File: src/rtl/pwm_duty_calc.sv
// PWM duty calculator: turns measured period/high counts into a Q0.16 duty fraction
// using a 16-step restoring divider, and flags a lost input with an edge watchdog.
module pwm_duty_calc #(
  parameter int TIMEOUT = 1000000,
  parameter int W       = 16
) (
  input  logic         clk,
  input  logic         rst,
  input  logic [W-1:0] period,
  input  logic [W-1:0] high,
  input  logic         sig,
  output logic [W-1:0] duty,
  output logic         duty_valid,
  output logic         busy,
  output logic         err,
  output logic         lost
);

  localparam int           CW     = $clog2(TIMEOUT + 1);
  localparam logic [CW-1:0] TO_VAL = CW'(TIMEOUT);

  typedef enum logic [1:0] {S_IDLE, S_LOAD, S_DIV, S_DONE} state_t;

  // Watchdog signals
  logic          r_sig_s1, r_sig_s2, r_sig_prev;
  logic [CW-1:0] r_wd_cnt;
  logic          r_lost;
  logic          w_edge;
  logic          w_lost_next;

  // Divider / FSM signals
  state_t        r_state;
  logic          r_pending;
  logic [W-1:0]  r_prev_period, r_prev_high;
  logic [W-1:0]  r_p, r_rem, r_quot;
  logic [3:0]    r_iter;
  logic [W-1:0]  r_duty;
  logic          r_duty_valid, r_busy, r_err;

  logic          w_start;
  logic [W:0]    w_rem2, w_diff;
  logic          w_ge;
  logic [W-1:0]  w_rem_next, w_quot_next;
  logic          w_fin, w_fin_err;
  logic [W-1:0]  w_fin_q;

  assign w_edge      = r_sig_s2 ^ r_sig_prev;
  assign w_lost_next = w_edge ? 1'b0 : ((r_wd_cnt == TO_VAL) ? 1'b1 : r_lost);

  // NOTE: state registers use non-blocking assignments so every flop samples pre-edge values.
  always_ff @(posedge clk) begin
    if (rst) begin
      r_sig_s1   <= 1'b0;
      r_sig_s2   <= 1'b0;
      r_sig_prev <= 1'b0;
      r_wd_cnt   <= '0;
      r_lost     <= 1'b0;
    end else begin
      r_sig_s1   <= sig;
      r_sig_s2   <= r_sig_s1;
      r_sig_prev <= r_sig_s2;
      if (w_edge)
        r_wd_cnt <= '0;
      else if (r_wd_cnt != TO_VAL)
        r_wd_cnt <= r_wd_cnt + CW'(1);
      r_lost     <= w_lost_next;
    end
  end

  always_ff @(posedge clk) begin
    if (rst) begin
      r_prev_period <= '0;
      r_prev_high   <= '0;
    end else begin
      r_prev_period <= period;
      r_prev_high   <= high;
    end
  end

  assign w_start     = (period != r_prev_period) || (high != r_prev_high);
  assign w_rem2      = {r_rem, 1'b0};
  assign w_diff      = w_rem2 - {1'b0, r_p};
  assign w_ge        = (w_rem2 >= {1'b0, r_p});
  assign w_rem_next  = w_ge ? w_diff[W-1:0] : w_rem2[W-1:0];
  assign w_quot_next = {r_quot[W-2:0], w_ge};

  // Result produced on the edge that enters DONE, so duty is visible during the DONE cycle.
  // NOTE: every always_comb output gets a default first so no latch is inferred.
  always_comb begin
    w_fin     = 1'b0;
    w_fin_q   = '0;
    w_fin_err = 1'b0;
    case (r_state)
      S_LOAD: begin
        if (period == '0) begin
          w_fin     = 1'b1;
          w_fin_err = 1'b1;
        end else if (high >= period) begin
          w_fin   = 1'b1;
          w_fin_q = '1;
        end
      end
      S_DIV: begin
        if (r_iter == 4'd15) begin
          w_fin   = 1'b1;
          w_fin_q = w_quot_next;
        end
      end
      default: ;
    endcase
  end

  always_ff @(posedge clk) begin
    if (rst) begin
      r_state      <= S_IDLE;
      r_pending    <= 1'b0;
      r_p          <= '0;
      r_rem        <= '0;
      r_quot       <= '0;
      r_iter       <= '0;
      r_duty       <= '0;
      r_duty_valid <= 1'b0;
      r_busy       <= 1'b0;
      r_err        <= 1'b0;
    end else begin
      r_duty_valid <= 1'b0;
      if (w_lost_next)
        r_duty <= '0;
      if (w_start && r_state != S_IDLE)
        r_pending <= 1'b1;

      case (r_state)
        S_IDLE: begin
          if (w_start || r_pending) begin
            r_state   <= S_LOAD;
            r_busy    <= 1'b1;
            r_pending <= 1'b0;
          end
        end
        S_LOAD: begin
          r_p     <= period;
          r_rem   <= high;
          r_quot  <= '0;
          r_iter  <= '0;
          r_state <= S_DIV;
        end
        S_DIV: begin
          r_rem  <= w_rem_next;
          r_quot <= w_quot_next;
          r_iter <= r_iter + 4'd1;
        end
        S_DONE: begin
          r_state <= S_IDLE;
          r_busy  <= 1'b0;
        end
        default: r_state <= S_IDLE;
      endcase

      // Results computed while the input is lost are dropped.
      if (w_fin) begin
        r_state <= S_DONE;
        if (!w_lost_next) begin
          r_duty       <= w_fin_q;
          r_err        <= w_fin_err;
          r_duty_valid <= 1'b1;
        end
      end
    end
  end

  assign duty       = r_duty;
  assign duty_valid = r_duty_valid;
  assign busy       = r_busy;
  assign err        = r_err;
  assign lost       = r_lost;

endmodule
File: config.mk
export PLATFORM = sky130hd
export DESIGN_NAME = pwm_duty_calc
export DESIGN_NICKNAME = d
export VERILOG_FILES = /design/src/rtl/pwm_duty_calc.sv
export SDC_FILE = /design/constraint.sdc
export NUM_CORES = 1
export LEC_CHECK = 0
export CAP_MARGIN = 20
export CORE_ASPECT_RATIO = 0.8
export CORE_MARGIN = 4
export CORE_UTILIZATION = 50
export CTS_CLUSTER_SIZE = 30
export DETAILED_ROUTE_END_ITERATION = 10
export PLACE_DENSITY = 0.73
export SETUP_SLACK_MARGIN = 0.05
export SLEW_MARGIN = 20
export SYNTH_ARGS = -nofsm -noshare
export SYNTH_HDL_FRONTEND = slang
export SYNTH_SLANG_ARGS = --single-unit
File: constraint.sdc
create_clock -name clk -period 2.4 [get_ports clk]
set_input_delay 0.24 -clock clk [delete_from_list [all_inputs] [get_ports clk]]
set_output_delay 0.24 -clock clk [all_outputs]
set_load 0.005 [all_outputs]
==> out/metrics.yaml <==
run:
  maxCapViolations: 0
floorplan:
  start_util_pct: 51.9
  die-height_um: 109
  core.rowCount: 36
  core_area_um2: 12400
  dieArea_um2: 14700
  die_x_um: 135
  ios: 55
clock_tree:
  numCtsBuffers: 17
  insertion_delay_ns: 0.41
  path_clk_slew_ns: 0.05
  cts-root-buf: "clkbuf_16"
  cts-htree-levels: 4
  clock-sinks: 129
  cts_tree: "yes"
  cts_hold_buf: 0
  cts_max_path_buffers: 2
place:
  hpwl_mm: 12.6
  portBuffers: 54
  dp_slack_ns: -0.270
  placed_cells: 1007
  place.gp.congestion: 0.988
  placed_area_um2: 7620
setup_path:
  required_ns: 2.68
  slowest_delay_ns: 0.35
  path_cells: "ha_4 -> ha_4 -> and4_4 -> a311oi_4 -> and2b_2 -> nand2_2 -> o21ai_4 -> buf_12 -> mux2i_2 -> o22ai_1"
  r2r-end: "r_rem[3]$_SDFFE_PP0P_"
  worstPathArrival_ns: 2.76
  cp_num_buf_inv: 1
  cp_common_cell: "ha_4"
  path_delay_family: "compound AO/OA/AOI/OAI gates"
  r2r_cells: 10
  r2r_start: "r_rem[0]$_SDFFE_PP0P_"
  startpoint_type: "flop"
  crit_type: "flop to flop"
  r2r_slack_ns: -0.08
  path_max_fanout: 9
  worstSetupEndpointType: "flop"
  path_depth: 10
  cpMaxStageDelayCell: "dfxtp_4"
timing:
  tightest_slew_ns: 0.734
  relSlewSlack_pct: 51.1
  fmax_ghz: 0.403
  skew_ns: 0.00485
  period_needed_ns: 2.48
  fin_crit_sh_pct: 103
  rsz0062_at_grt: "true"
  slew_violations: 0
  setup_viol: 4
  hold_viol: 0
  fin_ws_ns: -0.0832
routing:
  firstDrtPassIters: 5
  wirelength_mm: 18.3
  viasPerCell: 5.60
  drt-initial-drc-count: 495
  vias: 5879
  antenna_left: 0
  wl_per_cell_um: 17.4
  drc_errors: 0
pwr:
  irDropWorstVdd_mv: 2.36
  leakage_nw: 3.46
  power_w: 0.0126
  power.density_nw_per_um2: 1460
logic_synthesis:
  synth_common_cells: "129 x dfxtp_1, 101 x nor2_1, 54 x nand2_1, 47 x inv_1, 45 x xor2_1"
  seq_area_frac_synth_pct: 40.2
  syn_area_um2: 6430
  netlist_top_cells_area: "dfxtp_1 40%, ha_1 7.6%, xor2_1 6.1%"
  synth_flop_cell: "dfxtp_1"
  synth_edf_count: 0
  synth_top_area_share_pct: 40.2
  syn_nets: 817
  synth_cell_types: 65
  syn_inst: 742
  synth.most_common_cell: "dfxtp_1"
  yosysWarnings: 0
  yosysTopAreaCell: "dfxtp_1"
  postSynth.asyncResetShare_pct: 0
  ys_ff_latch: 129
  synth.avg_cell_area_um2: 8.66
global_route:
  grt_antenna_before_repair: 1
  overflow: 0
  grt_start_max_net_pins: 42
  grt_pass1_wl_mm: 28.9
  grt_usage_pct: 24.9
  grt_pass1_vias: 5801
worst_hold_path:
  hold_path_depth: 2
  hold_class: "primary input to flop"
  worstHoldEndpoint: "r_iter[3]$_SDFFE_PP0P_"
  worstHoldStart: "rst"
layout:
  layout-drive-gt1-share_pct: 18.9
  finalNonFillerCells: 1050
  area_delta_synth_final_pct: 33.9
  fillers: 926
  insertedDiodeCount: 0
  nets: 941
  multi_input_area_um2: 3790
  register_area_um2: 2590
  design_area_um2: 8610
run_status:
  violations: "setup timing"
  status: "finished, violations left"
[worst max-delay path by stage]
stage,from,endpoint,slack [ns]
4_1_cts,r_p[1]$_SDFFE_PP0P_,r_rem[13]$_SDFFE_PP0P_,-0.03
5_1_grt,r_p[1]$_SDFFE_PP0P_,r_rem[3]$_SDFFE_PP0P_,-0.14
6_report,r_rem[0]$_SDFFE_PP0P_,r_rem[3]$_SDFFE_PP0P_,-0.08
3_5_place_dp,high[8],r_state[1]$_SDFFE_PP0P_,-0.27
3_3_place_gp,high[8],r_state[1]$_SDFFE_PP0P_,-0.25
2_1_floorplan,r_p[1]$_SDFFE_PP0P_,r_rem[10]$_SDFFE_PP0P_,0.003
[timing repair]
action	CTS	global route
pin swaps	14	20
gates resized for setup	21	28
buffers inserted	5	8
endpoints found under the setup margin	17	36
cloned	1	0
[layer usage]
metal  global-route usage (%)  routed length, µm  part of all wire (%)
met4                     8.72                371                   2.0
met3                     7.55               1360                   7.4
met2                     39.3               8400                    46
met1                     32.7               8130                    45
met5                        0                  7                 0.038
[per-stage QoR]
stage	util [%]	TNS [ns]	hold WS, ns
finish	69.5	-0.150	0.279
global route	69.5	-1.08	0.278
CTS	68.3	-0.0329	0.260
detailed placement	61.5	-4.63	0.433
global placement	61.5	-4.35	0.429
floorplan	-	0	0.368
[kinds of logic after synthesis]
logic type               after synthesis  synth area share, %
adder cells (fa/ha/maj)               40                 7.90
buffers and inverters                 80                 5.02
AO/OA/AOI/OAI                        136                 14.2
AND/OR/NAND/NOR                      270                 20.3
XOR/XNOR                              58                 7.90
multiplexers                          29                 4.52
flip-flops                           129                 40.2
[cell type report]
type	instances	area share, %
clock inverters	10	1.83
clock buffers	22	5.39
flip-flops and latches	129	30.1
repair buffers	137	14.1
well taps	171	2.49
multi-input cells	533	44.0
inverters	48	2.09
[placed cells by master (no fill, tap or decap), drive strengths merged, types with 11 or more instances in the layout]
cell type        n
nor4            13
nand2           54
clkbuf          22
inv             47
ha              39
o22ai           11
o21ai           19
xnor2           13
dfxtp          129
nand3           28
xor2            45
mux2i           29
buf             84
clkdlybuf4s50   53
a211oi          17
a22oi           14
a21oi           43
nor2b           25
nor2           101
[registers in the layout (all words and copies together) (netlist names), 2 cells and up]
name and count:
r_p 16, r_prev_period 16, duty 16, r_rem 16, r_prev_high 16, r_state 2, r_quot 15, r_wd_cnt 20
r_iter 4
[report_power, final]
group	leakage, nW	switching (W)	internal, W
combinational	2.11	0.00356	0.00354
sequential	1.06	0.000280	0.00247
clock	0.296	0.000942	0.00179
total	3.46	0.00479	0.00779
No activity file was read; power rests on OpenSTA's default activity.
